$ cat config.mk
export PLATFORM = sky130hd
export DESIGN_NAME = timer_ctrl
export DESIGN_NICKNAME = d
export VERILOG_FILES = /design/src/rtl/timer_ctrl.sv
export SDC_FILE = /design/constraint.sdc
export NUM_CORES = 1
export LEC_CHECK = 0
export ABC_AREA = 1
export ABC_CLOCK_PERIOD_IN_PS = 4100
export BUFFER_PORTS_ARGS = -buffer_cell sky130_fd_sc_hd__buf_2
export CORE_MARGIN = 1
export CORE_UTILIZATION = 35
export CTS_CLUSTER_DIAMETER = 120
export CTS_CLUSTER_SIZE = 14
export DETAILED_ROUTE_END_ITERATION = 10
export HOLD_SLACK_MARGIN = 0.15
export PLACE_DENSITY = 0.48
export SYNTH_ARGS = -nofsm -noshare
export SYNTH_HDL_FRONTEND = slang
export SYNTH_SLANG_ARGS = --single-unit
$ cat constraint.sdc
create_clock -name clock -period 4.1 [get_ports clock]
set_clock_uncertainty 0.15 [all_clocks]
set_input_delay 0.82 -clock clock [delete_from_list [all_inputs] [get_ports clock]]
set_output_delay 0.82 -clock clock [all_outputs]
set_load 0.02 [all_outputs]
$ cat src/rtl/timer_ctrl.sv
// Countdown timer with four reprogrammable interval slots, a free-running
// one-second prescaler, and a three-state IDLE/COUNT/DONE controller.
module timer_ctrl #(
  parameter int CLK_HZ       = 100000000,
  parameter int T_ARM_DEF    = 6,
  parameter int T_DRIVER_DEF = 8,
  parameter int T_PASS_DEF   = 15,
  parameter int T_ALARM_DEF  = 10
) (
  input  logic       clock,
  input  logic       reset,
  input  logic       start_timer,
  input  logic [1:0] interval,
  input  logic       reprogram,
  input  logic [1:0] time_param_sel,
  input  logic [3:0] time_value,
  output logic       one_hz_enable,
  output logic       expired,
  output logic       busy,
  output logic [3:0] remaining
);

  localparam int            PW      = $clog2(CLK_HZ);
  localparam logic [PW-1:0] PRE_MAX = PW'(CLK_HZ - 1);

  typedef enum logic [1:0] {IDLE, COUNT, DONE} state_e;

  state_e          state_q, state_d;
  logic [PW-1:0]   prescaler_q, prescaler_d;
  logic [3:0]      remaining_q, remaining_d;
  logic [3:0][3:0] slots_q, slots_d;
  logic            tick;

  assign tick = (prescaler_q == PRE_MAX);

  always_ff @(posedge clock or negedge reset) begin
    if (!reset) begin
      state_q     <= IDLE;
      prescaler_q <= '0;
      remaining_q <= '0;
      slots_q     <= {4'(T_ALARM_DEF), 4'(T_PASS_DEF), 4'(T_DRIVER_DEF), 4'(T_ARM_DEF)};
    end else begin
      state_q     <= state_d;
      prescaler_q <= prescaler_d;
      remaining_q <= remaining_d;
      slots_q     <= slots_d;
    end
  end

  // A write strobe always aborts, and a start restarts from any state.
  always_comb begin
    state_d = state_q;
    if (reprogram) begin
      state_d = IDLE;
    end else if (start_timer) begin
      state_d = COUNT;
    end else begin
      case (state_q)
        COUNT:   if (tick && (remaining_q <= 4'd1)) state_d = DONE;
        DONE:    state_d = IDLE;
        default: state_d = state_q;
      endcase
    end
  end

  always_comb begin
    prescaler_d = prescaler_q + PW'(1);
    remaining_d = remaining_q;
    slots_d     = slots_q;
    if (reprogram || start_timer || tick) begin
      prescaler_d = '0;
    end
    if (reprogram) begin
      remaining_d = '0;
      slots_d[time_param_sel] = (time_value == 4'd0) ? 4'd1 : time_value;
    end else if (start_timer) begin
      remaining_d = slots_q[interval];
    end else if ((state_q == COUNT) && tick && (remaining_q != 4'd0)) begin
      remaining_d = remaining_q - 4'd1;
    end
  end

  always_comb begin
    one_hz_enable = tick;
    busy          = (state_q == COUNT);
    expired       = (state_q == DONE);
    remaining     = remaining_q;
  end

endmodule

* Yosys cells after proc, flatten, opt, wreduce, memory -nomap -nowiden
Cells that the tools add are included.
** Word-level totals
- Word-level logic and storage cells :: 42
- Bits in registers :: 49
** Cells by class
- Equality and inequality tests :: 4
- Reductions and logical operators :: 11
- $lt $le $gt $ge :: 4
- Add/subtract/negate cells :: 2
- Muxes and demuxes :: 14
** Operators by type and width (number)
- 27-bit by 1-bit adder with 27-bit output, second input constant :: 1
- 27-bit equality test, second input constant :: 1
- 27-bit 2-to-1 mux :: 1
- 4-bit 2-to-1 mux :: 6
- 16-bit bitwise mux :: 1
- 4-bit binary-select mux with 2-bit select :: 1
- 4-bit demux with 2-bit select :: 1
- 4-bit nonzero test :: 2
- 2-bit by 3-bit < comparator with 1-bit output, second input constant :: 2
- 2-bit 2-to-1 mux :: 3
- 4-bit by 1-bit less-or-equal comparator with 1-bit output, second input constant :: 1
- 1-bit logical AND :: 4
- 4-bit zero test :: 1
- 4-bit by 3-bit inequality test with 1-bit output, second input constant :: 1
- 2-bit one-hot mux with 2 select lines :: 1
- 4-bit by 1-bit subtractor with 4-bit output, second input constant :: 1
- 3-bit nonzero test :: 1
- 2-bit by 1-bit equality test with 1-bit output, second input constant :: 1
- 2-bit equality test, second input constant :: 1
- 2-bit by 1-bit greater-or-equal comparator with 1-bit output, second input constant :: 1
- 1-bit logical OR :: 2
- 2-bit AND reduction :: 1

* Logic depth before layout (Yosys ltp)
Gate-level depths: netlist of run 1.
- Depth in word-level cells :: 6
- Gate-level depth with buffers :: 10
- Depth with buffers taken out :: 10

* Worst setup path before layout of run 1
Ideal clock, no wire load.
- Path kind :: flip-flop to output port
- Start :: reg prescaler_q[0]
- End :: out one_hz_enable
- Stages on the path, launching flop included :: 6
- Slack :: 1744 ps
- Buffers on the path :: 0
- Arrival time :: 1386 ps
- Path through :: dfrtp_1 > ha_1 > nand2_2 > nor2_8 > nand2_4 > nor3_1
** On the way
- Longest elaborated chain between the ends :: 1
** RTL lines
- start: declaration :: line 29 : logic [PW-1:0] prescaler_q, prescaler_d;
- start signal: assignment :: line 44 : prescaler_q <= prescaler_d;
- 27-bit equality test :: line 34 : assign tick = (prescaler_q == PRE_MAX);
- end: declaration :: line 17 : output logic one_hz_enable,
No other way between the ends.

* Final worst setup path of run 1
Ends and elaborated chain as after synthesis.

==> results.cfg, run 1 <==
[cts]
cts_tree = yes
ctsLongestPathBuffers = 2
clkLatencyLatePin_ns = 0.31
holdBufCountCts = 0
clock_tree.htree_level_count = 2
cts_setup_buffers = 0
worst_setup_hold_path_clk_slew_ns = 0.09
post_cts_resized = 0
clkSinkCount = 49
clock-root-buffer = sky130_fd_sc_hd__clkbuf_8
cts_made_buffers = 5

[global_route]
antenna_found_initial = 0
gr-usage-all-layers_pct = 17.2
grt_pass1_wl_um = 11100
grt.overflow.total = 0
grt_start_max_net_pins = 29
first_global_vias = 2218

[power]
cellPowerDensity_nw_per_um2 = 322
p_leak_nw = 1.32
vdd.ir_drop.worst_uv = 127
power_total_w = 0.000968

[finish]
fin_nets = 385
post_route_cells_drive_above_1_share_pct = 15.2
final_core_util_pct = 40.6
area_growth_syn_to_layout_pct = 10.5
num-fill-cells = 782
antennaDiodeCount = 0
multi_input_comb_area_um2 = 1340
final-seq-area_um2 = 1240

[worst_setup_path]
worst-endpoint-required_ns = 3.13
cp_capture_type = primary output
critical_path.reg2reg.endpoint = prescaler_q[18]
slowest_delay_ns = 0.40
timing.critical_path.max_delay_family = simple AND/OR/NAND/NOR gates
arrival_ns = 1.65
setup.worst_path.class = reg -> out
worstRegToRegCells = 8
critical_path_cell_sequence = ha_1 -> nand2_2 -> nor2_8 -> nand2_4 -> nor3_1 -> buf_2
cpMaxStageDelayCell = sky130_fd_sc_hd__dfrtp_1
critPathBufInv = 1
cp_max_fo = 6
worst_r2r_startpoint = prescaler_q[0]
rrSetupSlack_ns = 2.07
startpoint_type = flop

[synthesis]
synth-seq-area-share_pct = 45.4
yosys_warnings = 0
netlist-cell-type-count = 31
synth_top_cell_by_area = sky130_fd_sc_hd__dfrtp_1
ys_seq_elements = 49
synth_top_cells_by_count = 80 x sky130_fd_sc_hd__nand2_1, 50 x sky130_fd_sc_hd__nor2_1, 40 x sky130_fd_sc_hd__dfrtp_1
synth_edf_count = 0
avgSynthCellArea_um2 = 7.90
syn-cell-area_um2 = 2730
synth_top_cell_area_share_pct = 36.7
synth.area.top_cells = sky130_fd_sc_hd__dfrtp_1 37%, sky130_fd_sc_hd__nand2_1 11%, sky130_fd_sc_hd__dfstp_2 8.7%
synthesis.nets = 363
synthMostInstantiatedCell = sky130_fd_sc_hd__nand2_1
async_reset_ff_share_pct = 100
synth-main-ff-cell = sky130_fd_sc_hd__dfrtp_1
postSynthCellCount = 345

[detailed_routing]
drt-pass1-iter-count = 4
detailroute.via_count = 2253
drt_wl_total_um = 6290
drc = 0
antenna_violating_nets_remaining = 0
detailedRoute.firstIterationViolations = 81
vias_per_cell = 4.82
post_drt_wl_per_cell_um = 13.5

[flow_run]
maxcap_violations = 0

[timing]
timing.fmax_ghz = 0.382
setup_viol = 0
slew_violations = 0
slew_headroom_pct = 62.5
layout_worst_path_cycle_share_pct = 63.8
final_setup_slack_of_the_worst_path_ns = 1.48
worst_slew_pin_slew_ns = 0.561
timing_hold_violations_final = 0
min_period_ns = 2.62
grt_setup_unrepaired = no
totalNegativeSetupSlack_ns = 0

[placed_design]
detailed_place_hpwl_um = 4680
placement.setup.worst_slack_ns = 1.69
place_congestion = 0.763
port-buffer-count = 18

[hold_path]
hp-class = in -> async

[floorplan]
floorplan.die.height_um = 90.2
die_width_um = 90.2
top_level_ports = 19
die-area_um2 = 8140
initial_utilization_pct = 36.8
floorplan.rows = 31
floorplan.core_area_um2 = 7410

[run_status]
status = finished clean
-- flip-flops by register name, summed over array words and instances (netlist names) --
signal	cells
slots_q	16
state_q	2
remaining	4
prescaler_q	27
-- how the worst max path moves through the flow --
| stage | startpoint | endpoint | slack (ns) | cells past startpoint |
|---|---|---|---|---|
| floorplan | prescaler_q[0] | one_hz_enable | 1.74 | 5 |
| global placement | reprogram | prescaler_q[7] | 1.78 | 4 |
| detailed placement | reprogram | prescaler_q[7] | 1.69 | 4 |
| CTS | prescaler_q[0] | one_hz_enable | 1.46 | 6 |
| global route | prescaler_q[0] | one_hz_enable | 1.35 | 6 |
| finish | prescaler_q[0] | one_hz_enable | 1.48 | 6 |
-- final cells by class --
| type | instances | share of cell area, % |
|---|---|---|
| multi-input combinational | 258 | 44.6 |
| sequential | 49 | 41.1 |
| inverter | 34 | 4.24 |
| tap | 99 | 4.11 |
| timing repair buffer | 19 | 3.24 |
| clock buffer | 6 | 2.41 |
| clock inverter | 2 | 0.333 |
-- kinds of logic after synthesis --
kind of cell	share of synthesized area, %
AO/OA/AOI/OAI	6.80
XOR/XNOR	5.14
adder cells (fa/ha/maj)	2.75
buffers and inverters	5.37
flip-flops	45.4
AND/OR/NAND/NOR	34.5
-- power by group --
group | leakage (nW) | switching, W | total [W] | internal, W
registers | 0.635 | 0.0000236 | 0.000551 | 0.000527
clock network | 0.0450 | 0.000170 | 0.000289 | 0.000119
logic | 0.642 | 0.0000808 | 0.000128 | 0.0000474
total | 1.32 | 0.000275 | 0.000968 | 0.000694
-- metal layers --
layer	global-route usage [%]	up-vias	share of wire, %
met2	26.3	21	44
met1	24.5	1065	52
li1	-	1160	-
met3	3.13	7	2.5
met4	5.65	0	1.4
met5	0	-	0
-- placed cells by master (no fill, tap or decap), drive strengths merged --
cell	synthesis	layout
a211oi	1	1
a21oi	3	3
a31oi	5	5
buf	3	19
clkbuf	1	6
clkinv	0	2
dfrtp	40	40
dfstp	9	9
ha	6	6
inv	34	34
nand2	87	87
nand3	31	31
nand4	4	4
nor2	58	58
nor3	13	13
nor3b	5	5
nor4	2	2
o211ai	1	1
o21ai	23	23
o22a	1	1
or2	2	2
xnor2	5	5
xor2	11	11
-- metrics by stage --
stage | instances | instance area (um^2) | hold slack, ns
after floorplan | 345 | 2730 | 0.298
after global placement | 459 | 2930 | 0.318
after detailed placement | 459 | 2930 | 0.327
after CTS | 467 | 3010 | 0.341
after global routing | 467 | 3010 | 0.354
final | 467 | 3010 | 0.323
-- worst register-to-register path, stage by stage (launching register included) --
cell and delay, ns:
sky130_fd_sc_hd__dfrtp_1 0.40, sky130_fd_sc_hd__ha_1 0.19, sky130_fd_sc_hd__nand2_2 0.10, sky130_fd_sc_hd__nor2_8 0.15, sky130_fd_sc_hd__nand2_4 0.11, sky130_fd_sc_hd__nor2_4 0.14
sky130_fd_sc_hd__nand2_2 0.08, sky130_fd_sc_hd__nand2_2 0.43, sky130_fd_sc_hd__nor3_1 0.14
No activity file was read; power rests on OpenSTA's default activity.
==> inputs of run 2 (changes only) <==
Settings changed: ABC_CLOCK_PERIOD_IN_PS 4100 to 2600.
Clock period 4.1 ns to 2.6 ns, I/O delays scaled along.
==> results.cfg, run 2 (synthesis gave the netlist of run 1 again) <==
[run_status]
status = finished clean

[global_route]
gr-usage-all-layers_pct = 16.3
first_global_vias = 2143
grt_pass1_wl_um = 10500
grt.overflow.total = 0
grt_start_max_net_pins = 28
antenna_found_initial = 0

[placed_design]
detailed_place_hpwl_um = 4650
port-buffer-count = 18
place_congestion = 0.800

[worst_setup_path]
arrival_ns = 1.64
critical_path_cell_sequence = ha_1 -> nand2_2 -> nor2_8 -> nand2_4 -> nor3_1 -> buf_2
startpoint_type = flop
cpMaxStageDelayCell = sky130_fd_sc_hd__dfrtp_1
setup.worst_path.class = reg -> out
timing.critical_path.max_delay_family = simple AND/OR/NAND/NOR gates
worst-endpoint-required_ns = 1.93
critical_path_depth = 6
worstRegToRegCells = 8
cp_capture_type = primary output
slowest_delay_ns = 0.40
critPathBufInv = 1
cp_max_fo = 6

[floorplan]
floorplan.core_area_um2 = 7410
floorplan.rows = 31
top_level_ports = 19
die_width_um = 90.2
floorplan.die.height_um = 90.2
initial_utilization_pct = 36.8
die-area_um2 = 8140

[detailed_routing]
vias_per_cell = 4.76
antenna_violating_nets_remaining = 0
drc = 0
detailroute.via_count = 2234
detailedRoute.firstIterationViolations = 88
post_drt_wl_per_cell_um = 13.2
drt-pass1-iter-count = 4
drt_wl_total_um = 6190

[timing]
timing.fmax_ghz = 0.434
slew_headroom_pct = 60.8
layout_worst_path_cycle_share_pct = 88.7
totalNegativeSetupSlack_ns = 0
min_period_ns = 2.31
worst_slew_pin_slew_ns = 0.588
slew_violations = 0
setup_viol = 0
hold-worst-slack_ns = 0.343
timing_hold_violations_final = 0
grt_setup_unrepaired = no

[finish]
mostFrequentLayoutCell = sky130_fd_sc_hd__nand2_1
antennaDiodeCount = 0
most-common-layout-cells = 80 x sky130_fd_sc_hd__nand2_1, 50 x sky130_fd_sc_hd__nor2_1, 40 x sky130_fd_sc_hd__dfrtp_1
largest_register_ff_count = 27
num-fill-cells = 793
post_route_cells_drive_above_1_share_pct = 15.7
regMostFlops = prescaler_q
area_growth_syn_to_layout_pct = 12.3
final-seq-area_um2 = 1240
multi_input_comb_area_um2 = 1340
fin_nets = 387

[cts]
clkLatencyLatePin_ns = 0.30
worst_setup_hold_path_clk_slew_ns = 0.09
post_cts_resized = 0
ctsLongestPathBuffers = 2
holdBufCountCts = 1
clkSinkCount = 49
cts_setup_buffers = 0
cts_made_buffers = 5
clock-root-buffer = sky130_fd_sc_hd__clkbuf_8
clock_tree.htree_level_count = 2
cts_tree = yes

[power]
vdd.ir_drop.worst_uv = 237
p_leak_nw = 1.35
cellPowerDensity_nw_per_um2 = 513

[flow_run]
maxcap_violations = 0

[hold_path]
hp-class = reg -> reg
timing.hold.worst_path_depth = 2
-- run 2: worst paths after layout --
| check | startpoint | end | slack [ns] |
|---|---|---|---|
| worst max-delay path | prescaler_q[0] | one_hz_enable | 0.29 |
| max in group asynchronous | reset | slots_q[1] | 1.07 |
| worst min register to register | slots_q[3] | slots_q[3] | 0.34 |
| min in group asynchronous | reset | prescaler_q[25] | 0.60 |
| worst min-delay path | slots_q[3] | slots_q[3] | 0.34 |
| worst max register to register | prescaler_q[0] | prescaler_q[7] | 0.60 |
-- run 2: power breakdown --
| group | switching, W | total [W] | internal (W) | leakage (nW) |
|---|---|---|---|---|
| combinational | 0.000127 | 0.000205 | 0.0000788 | 0.656 |
| sequential | 0.0000397 | 0.000871 | 0.000832 | 0.635 |
| clock | 0.000252 | 0.000493 | 0.000241 | 0.0542 |
| total | 0.000419 | 0.00157 | 0.00115 | 1.35 |
-- run 2: worst min-delay path, stage by stage (launching register included) --
cell,delay (ns)
sky130_fd_sc_hd__dfrtp_1,0.35
sky130_fd_sc_hd__nand2_1,0.05
sky130_fd_sc_hd__o21ai_0,0.06
-- run 2: layout make-up --
cell class | instances | area share (%)
Sequential cell | 49 | 40.5
Timing Repair Buffer | 21 | 4.17
Clock inverter | 1 | 0.164
Clock buffer | 7 | 3.15
Multi-Input combinational cell | 258 | 43.8
Inverter | 34 | 4.17
Tap cell | 99 | 4.05
-- run 2: through the flow --
| stage | total power, W | setup slack, ns | util [%] | area, um^2 | std cells |
|---|---|---|---|---|---|
| after global routing | 0.00166 | 0.148 | 41.3 | 3060 | 469 |
| after detailed placement | 0.00109 | 0.603 | 39.8 | 2950 | 460 |
| after CTS | 0.00160 | 0.265 | 41.3 | 3060 | 469 |
| after floorplan | 0.00101 | 0.544 | - | 2730 | 345 |
| after global placement | 0.00109 | 0.618 | 39.8 | 2950 | 460 |
| final | 0.00157 | 0.294 | 41.3 | 3060 | 469 |
-- run 2: per-layer routing --
layer,GRT usage (%),up-vias,part of all wire [%]
met5,0,-,0
li1,-,1163,-
met4,4.03,0,0.74
met3,2.96,4,2.3
met1,23.3,1042,53
met2,25.4,25,44
